File: src/rtl/fetch_pkg.sv
// Shared types and constants for the instruction-fetch stage.
package fetch_pkg;

  typedef enum logic [1:0] {
    S_IDLE,
    S_REQ,
    S_DROP,
    S_FULL
  } state_t;

  typedef struct packed {
    logic [31:0] instr;
    logic [31:0] pc_plus_4;
  } entry_t;

  localparam logic [31:0] NOP_DEFAULT = 32'h0000_0000;
  localparam logic [31:0] ALIGN_MASK  = 32'hFFFF_FFFC;
  localparam logic [31:0] PC_STEP     = 32'd4;

endpackage

File: src/rtl/fetch_fifo.sv
// Circular fetch buffer holding {instr, pc_plus_4} entries; flush empties it in one cycle.
import fetch_pkg::*;

module fetch_fifo #(
  parameter int DEPTH = 2
) (
  input  logic                       clk,
  input  logic                       rst,
  input  logic                       push,
  input  logic                       pop,
  input  logic                       flush,
  input  entry_t                     push_data,
  output entry_t                     head,
  output logic [$clog2(DEPTH):0]     count,
  output logic                       empty
);

  localparam int AW = $clog2(DEPTH);
  localparam int CW = AW + 1;

  logic [AW-1:0] head_ptr;
  logic [AW-1:0] tail_ptr;
  entry_t        mem [DEPTH];
  logic          do_push;
  logic          do_pop;

  assign empty   = (count == '0);
  assign do_pop  = pop && !empty;
  // A push into a full buffer is only legal when the head leaves in the same cycle.
  assign do_push = push && ((count != CW'(DEPTH)) || do_pop);
  assign head    = mem[head_ptr];

  always_ff @(posedge clk or negedge rst) begin
    if (!rst) begin
      head_ptr <= '0;
      tail_ptr <= '0;
      count    <= '0;
    end else if (flush) begin
      head_ptr <= '0;
      tail_ptr <= '0;
      count    <= '0;
    end else begin
      if (do_push) tail_ptr <= tail_ptr + 1'b1;
      if (do_pop)  head_ptr <= head_ptr + 1'b1;
      case ({do_push, do_pop})
        2'b10:   count <= count + 1'b1;
        2'b01:   count <= count - 1'b1;
        default: count <= count;
      endcase
    end
  end

  always_ff @(posedge clk) begin
    if (do_push && !flush) mem[tail_ptr] <= push_data;
  end

endmodule

File: src/rtl/fetch_unit.sv
// Instruction-fetch stage: PC, single-outstanding imem port, fetch buffer, redirect handling.
// Optional performance counters are built when FETCH_PERF_CNT_EN is defined.
import fetch_pkg::*;

module fetch_unit #(
  parameter logic [31:0] RESET_PC   = 32'h0000_0000,
  parameter int          FIFO_DEPTH = 2,
  parameter logic [31:0] NOP_INSTR  = NOP_DEFAULT
) (
  input  logic        clk,
  input  logic        rst,
  output logic        imem_req,
  output logic [31:0] imem_addr,
  input  logic        imem_ack,
  input  logic [31:0] imem_rdata,
  input  logic        redirect,
  input  logic [31:0] redirect_pc,
  input  logic        dec_ready,
  output logic [31:0] instr,
  output logic [31:0] pc_plus_4,
  output logic        instr_valid
`ifdef FETCH_PERF_CNT_EN
  ,
  output logic [31:0] perf_fetched,
  output logic [31:0] perf_dropped
`endif
);

  localparam int CW = $clog2(FIFO_DEPTH) + 1;

  state_t        state;
  state_t        next_state;
  logic [31:0]   fetch_pc;
  logic [31:0]   drop_addr;
  logic          push;
  logic          pop;
  logic          drop_resp;
  logic [CW-1:0] fifo_count;
  logic [CW-1:0] count_after;
  logic          fifo_empty;
  entry_t        head;
  entry_t        push_data;

  fetch_fifo #(.DEPTH(FIFO_DEPTH)) u_fifo (
    .clk       (clk),
    .rst       (rst),
    .push      (push),
    .pop       (pop),
    .flush     (redirect),
    .push_data (push_data),
    .head      (head),
    .count     (fifo_count),
    .empty     (fifo_empty)
  );

  assign instr_valid = !fifo_empty;
  assign instr       = fifo_empty ? NOP_INSTR : head.instr;
  assign pc_plus_4   = fifo_empty ? 32'h0 : head.pc_plus_4;
  assign pop         = instr_valid && dec_ready && !redirect;
  assign push_data   = '{instr: imem_rdata, pc_plus_4: fetch_pc + PC_STEP};
  assign count_after = fifo_count + CW'(1) - CW'(pop);

  assign imem_req  = (state == S_REQ) || (state == S_DROP);
  // While dropping, the port keeps presenting the abandoned address until its ack returns.
  assign imem_addr = (state == S_DROP) ? drop_addr : fetch_pc;

  always_ff @(posedge clk or negedge rst) begin
    if (!rst) state <= S_IDLE;
    else      state <= next_state;
  end

  always_comb begin
    next_state = state;
    push       = 1'b0;
    drop_resp  = 1'b0;
    case (state)
      S_IDLE: next_state = S_REQ;
      S_REQ: begin
        if (redirect) begin
          drop_resp  = imem_ack;
          next_state = imem_ack ? S_REQ : S_DROP;
        end else if (imem_ack) begin
          push       = 1'b1;
          next_state = (count_after == CW'(FIFO_DEPTH)) ? S_FULL : S_REQ;
        end
      end
      S_DROP: begin
        if (imem_ack) begin
          drop_resp  = 1'b1;
          next_state = S_REQ;
        end
      end
      S_FULL: begin
        if (redirect || pop) next_state = S_REQ;
      end
      default: next_state = S_IDLE;
    endcase
  end

  always_ff @(posedge clk or negedge rst) begin
    if (!rst) begin
      fetch_pc  <= RESET_PC;
      drop_addr <= RESET_PC;
    end else begin
      if (redirect)  fetch_pc <= redirect_pc & ALIGN_MASK;
      else if (push) fetch_pc <= fetch_pc + PC_STEP;
      if (state == S_REQ && next_state == S_DROP) drop_addr <= fetch_pc;
    end
  end

`ifdef FETCH_PERF_CNT_EN
  always_ff @(posedge clk or negedge rst) begin
    if (!rst) begin
      perf_fetched <= '0;
      perf_dropped <= '0;
    end else begin
      if (push && perf_fetched != 32'hFFFF_FFFF)      perf_fetched <= perf_fetched + 1'b1;
      if (drop_resp && perf_dropped != 32'hFFFF_FFFF) perf_dropped <= perf_dropped + 1'b1;
    end
  end
`endif

endmodule
File: config.mk
export PLATFORM = sky130hd
export DESIGN_NAME = fetch_unit
export DESIGN_NICKNAME = d
export VERILOG_FILES = /design/src/rtl/fetch_pkg.sv /design/src/rtl/fetch_fifo.sv /design/src/rtl/fetch_unit.sv
export SDC_FILE = /design/constraint.sdc
export NUM_CORES = 1
export LEC_CHECK = 0
export BUFFER_PORTS_ARGS = -buffer_cell sky130_fd_sc_hd__buf_4
export CAP_MARGIN = 5
export CORE_AREA = 2 2 175 177
export DETAILED_ROUTE_END_ITERATION = 12
export DIE_AREA = 0 0 177 179
export PLACE_DENSITY = 0.53
export SKIP_CTS_REPAIR_TIMING = 1
export SLEW_MARGIN = 30
export SYNTH_ARGS = -nofsm -noshare
export SYNTH_HDL_FRONTEND = slang
export SYNTH_SLANG_ARGS = --single-unit
File: constraint.sdc
create_clock -name clk -period 17.3 [get_ports clk]
set_input_delay 1.73 -clock clk [delete_from_list [all_inputs] [get_ports clk]]
set_output_delay 1.73 -clock clk [all_outputs]
set_load 0.01 [all_outputs]
# Word-level counts from Yosys, hierarchy flattened
# Memory sizes are Yosys's and may differ from the RTL's.
# Cells that the tools add are included.
totals:
  register_bits: 70
  mem_bits_rw: 128
  in_bits: 69
  out_inout_bits: 98
  word_cells: 61
  mem_count: 1
op_classes:
  n_addsub: 6
  eq_ne: 8
  n_mux: 23
  n_reduce_logical: 17
memory_table:
  columns: ["memory", "depth", "width", "rd", "rd_clocked_by_memory_dff", "write_ports", "line_no", "rtl"]
  rows:
  - ["u_fifo.mem", 2, 64, 1, 0, 1, "fetch_fifo.sv:23", "entry_t mem [DEPTH];"]
ops:
  columns: ["op", "n"]
  rows:
  - ["$mux 32", 5]
  - ["$add 32x3->32 const B", 1]
  - ["$mux 2", 7]
  - ["$eq 2x2->1 const B", 5]
  - ["$mux 1", 9]
  - ["$pmux 2 s4", 1]
  - ["$logic_and 1x1->1", 6]
  - ["$reduce_bool 2->1", 3]
  - ["$eq 2x1->1 const B", 2]
  - ["$logic_not 2->1", 2]
  - ["$pmux 2 s2", 1]
  - ["$logic_or 1x1->1", 3]
  - ["$reduce_bool 3->1", 1]
  - ["$add 1x1->1 const B", 2]
  - ["$add 2x1->2 const B", 1]
  - ["$logic_not 1->1", 2]
  - ["$ne 2x2->1 const B", 1]
  - ["$sub 2x1->2", 1]
  - ["$sub 2x1->2 const B", 1]

# Longest topological paths before layout
logic_depth:
  depth_word: 12
  depth_mapped: 9
  ltp_nobuf: 7

# Hierarchy
# A second synthesis with hierarchy kept.
unflattened:
  cells_unflattened: 701
  area_unflattened_um2: 9484.1
modules_own_cells:
  columns: ["module", "n_inst", "cells_per_inst", "area_each_um2", "seq_area_each_um2"]
  rows:
  - ["fetch_fifo", 1, 225, 5071.1, 3943.8]
  - ["fetch_unit", 1, 476, 4413.0, 1551.5]

# Worst setup path before layout
# OpenSTA, ideal clock, no wires.
synth_timing:
  path_type: "input to register"
  from: "in redirect"
  to: "mem u_fifo.mem[0][10] (netlist bit), enable pin"
  setup_time_ns: 0.571
  t_arrival_ns: 6.791
  t_required_ns: 16.729
  setup_slack_ns: 9.937
  cell_stages: 4
  n_path_buf: 3
  path_cell_list: "buf_6 > clkbuf_1 > clkbuf_1 > nor3b_1"
synth_between:
  elab_chain_cells: 8
  elab_cells_between_ends: 10
  cone_classes: "mux (4); reduce/logical (6)"
synth_lines:
  columns: ["element", "line_no", "rtl"]
  rows:
  - ["from (decl)", "fetch_unit.sv:16", "input logic redirect,"]
  - ["$logic_not 1->1", "fetch_fifo.sv:54, fetch_unit.sv:59", null]
  - ["$logic_and 1x1->1", "fetch_unit.sv:59", "assign pop = instr_valid && dec_ready && !redirect;"]
  - ["$logic_and 1x1->1", "fetch_fifo.sv:28", "assign do_pop = pop && !empty;"]
  - ["$logic_or 1x1->1", "fetch_fifo.sv:30", "assign do_push = push && ((count != CW'(DEPTH)) || do_pop);"]
  - ["$logic_and 1x1->1", "fetch_fifo.sv:30", null]
  - ["$logic_and 1x1->1 (*)", "fetch_fifo.sv:54", "if (do_push && !flush) mem[tail_ptr] <= push_data;"]
  - ["$mux 1 (*)", "fetch_fifo.sv:54", null]
  - ["$mux 1 (not written as such) (*)", "fetch_fifo.sv:54", null]
  - ["to (decl)", "fetch_fifo.sv:23", null]
# Every way passes the cells marked *; elsewhere a longest branch is shown, timed or not.

# Worst setup path in the final report
layout_timing:
  from: "reg u_fifo.head_ptr"
  to: "out instr[3]"
layout_between:
  elab_chain_cells: 2
layout_lines:
  columns: ["element", "line_no", "rtl"]
  rows:
  - ["from (decl)", "fetch_fifo.sv:21", "logic [AW-1:0] head_ptr;"]
  - ["from (signal assigned)", "fetch_fifo.sv:44", "if (do_pop) head_ptr <= head_ptr + 1'b1;"]
  - ["$mem_v2 2x64", null, null]
  - ["$mux 32", "fetch_unit.sv:57", "assign instr = fifo_empty ? NOP_INSTR : head.instr;"]
  - ["to (decl)", "fetch_unit.sv:19", "output logic [31:0] instr,"]
# No other way between the ends.

==> impl_metrics.tcl <==
set metrics [dict create \
    setup_viol 0 \
    pwr_density_cell_nw_per_um2 141 \
    worstMarginPinSlew_ns 0.830 \
    dp.final_hpwl_um 13200 \
    crit_family "buffers and inverters" \
    maxCapViolCount 0 \
    synth.avg_cell_area_sq_um 13.0 \
    skew_ns 0.0169 \
    yosysTopAreaCell "edfxtp_1" \
    path_common_cell "buf_4" \
    synth_area_sq_um 8870 \
    drt_pass1_iterations 4 \
    grt_usage_pct 13.1 \
    synth.top_cell.area_share_pct 42.0 \
    cp_max_fo 38 \
    syn2layout_area_growth_pct 23.9 \
    initial_utilization_pct 29.5 \
    synth_cell_types 43 \
    drt-total-wl_um 20300 \
    critical_path_class "flop to output port" \
    ios 167 \
    required_ns 15.57 \
    cts_sinks 190 \
    worstSkewPairLatency_ns 0.43 \
    antenna_found_initial 0 \
    cts_max_level 4 \
    final_cell_mix "buf_4 (165), edfxtp_1 (124), nor2_1 (81), dfrtp_1 (65), mux2i_1 (63)" \
    place.port_buffers 160 \
    crit_slowest_cell "dfrtp_4" \
    place.gp.congestion 0.720 \
    yosysSeqAreaShare_pct 60.6 \
    dr.first_iter.drc_count 330 \
    cp_num_cells 4 \
    grt_pass1_wl_um 31100 \
    post-route-period-util_pct 23.7 \
    avgRoutedWirePerCell_um 16.5 \
    final.min_clock_period_ns 4.10 \
    finalSetupTns_ns 0 \
    end_kind "output port" \
    hold_path_depth 1 \
    cts.clk_slew.worst_paths_ns 0.08 \
    crit_chain "buf_4, mux2i_1, nor2_1, buf_4" \
    cts_made_buffers 17 \
    worst-path-buf-inv 2 \
    instances_no_fill 1228 \
    synth-warning-count 0 \
    worstRegToRegCells 7 \
    ant_nets 0 \
    die_area_sq_um 31700 \
    status "finished, final reports clean" \
    clockBufferDepth 2 \
    cts-root-buf "clkbuf_16" \
    cp_slowest_stage_delay_ns 0.76 \
    layout-drive-gt1-share_pct 32.3 \
    dp.cells 1196 \
    vias 5467 \
    peakVddDrop_uv 70.8 \
    hp-class "flop to flop" \
    leakagePower_nw 4.32 \
    die_w_um 177 \
    grt_max_degree 72 \
    design.core.area_sq_um 30000 \
    fp.dieH_um 179 \
    grt_pass1_vias 5436 \
    tritoncts "done" \
    nNetsFinal 896 \
    vias_per_cell 4.45 \
    syn_inst 680 \
    hold_violations 0 \
    cp_data_arrival_time_ns 2.37 \
    slew_violations 0 \
    rows 64 \
    utilization_pct 36.6 \
    relSlewSlack_pct 44.2 \
    gr-total-overflow 0 \
    max_freq_mhz 244 \
    whs_ns 0.506 \
    drc_errors 0 \
    synth_seq_cells 190 \
    synth_area_leaders "edfxtp_1 (42%), dfrtp_1 (19%), mux2i_1 (7.1%)" \
    worstSetupStartpointType "flop" \
    rsz0062_at_grt "false" \
    total_power_mw 1.55 \
    antenna_cells 0 \
    mostFrequentLayoutCell "buf_4" \
]
==> cells by family after synthesis <==
kind of cell	after synthesis	synth area share, %
AND/OR/NAND/NOR	196	10.4
flip-flops	190	60.6
multiplexers	121	15.7
XOR/XNOR	61	6.02
buffers and inverters	59	3.33
AO/OA/AOI/OAI	44	2.72
adder cells (fa/ha/maj)	8	1.13
other	1	0.0423
==> synthesized netlist by cell type, drive strengths merged <==
cell / count
edfxtp: 124
nor2: 81
dfrtp: 66
mux2i: 63
nand2: 59
mux2: 58
o21ai: 34
xnor2: 32
xor2: 29
buf: 26
clkbuf: 24
nand3: 18
nand4: 12
inv: 9
ha: 8
nor3: 6
and3: 5
a21oi: 4
and2: 2
and4: 2
nand2b: 2
nand4b: 2
nor4: 2
or2: 2
a2111o: 1
a211oi: 1
a311oi: 1
and3b: 1
conb: 1
nor2b: 1
nor3b: 1
o22ai: 1
o311ai: 1
o32ai: 1
==> flip-flops by register name, summed over array words and instances, names as in the netlist <==
name,count
fetch_pc,30
u_fifo.head_ptr,1
u_fifo.tail_ptr,1
u_fifo.count,2
state,2
drop_addr,30
u_fifo.mem,124
==> stage by stage <==
| step | worst slack [ns] | area [sq um] |
|---|---|---|
| 4_1_cts | 13.09 | 11000 |
| 5_1_grt | 12.98 | 11000 |
| 3_5_place_dp | 12.77 | 10400 |
| 3_3_place_gp | 12.83 | 10400 |
| 2_1_floorplan | 9.94 | 8880 |
| 6_report | 13.20 | 11000 |
==> layout make-up <==
class                      instances  area (sq um)
clock inverter                    15           153
fill                            2964         19000
tap                              396           495
sequential                       190          5380
timing repair buffer             167          1270
inverter                           9          33.8
clock buffer                      17           425
multi-input combinational        434          3240
==> metal layers <==
layer	up-vias	global-route usage [%]	part of all wire (%)
met5	-	0	0
met4	0	3.93	0.95
met3	11	2.71	3.8
met2	115	21.1	48
met1	2689	17.7	48
li1	2652	-	-
==> path summary, 6_finish.rpt <==
check / slack (ns) / startpoint / endpoint
worst max-delay path: 13.20 / u_fifo.head_ptr / instr[3]
worst min-delay path: 0.51 / drop_addr[4] / drop_addr[4]
worst max register to register: 13.86 / u_fifo.count[0] / u_fifo.mem[0][51]
worst min register to register: 0.51 / drop_addr[4] / drop_addr[4]
max in group asynchronous: 15.52 / rst / drop_addr[17]
min in group asynchronous: 1.26 / rst / drop_addr[27]
==> where the power goes <==
group	leakage (nW)	switching (mW)	internal, mW
clock	0.284	0.191	0.193
sequential	1.94	0.0573	0.573
combinational	2.09	0.268	0.268
(Power assumes the default switching activity.)
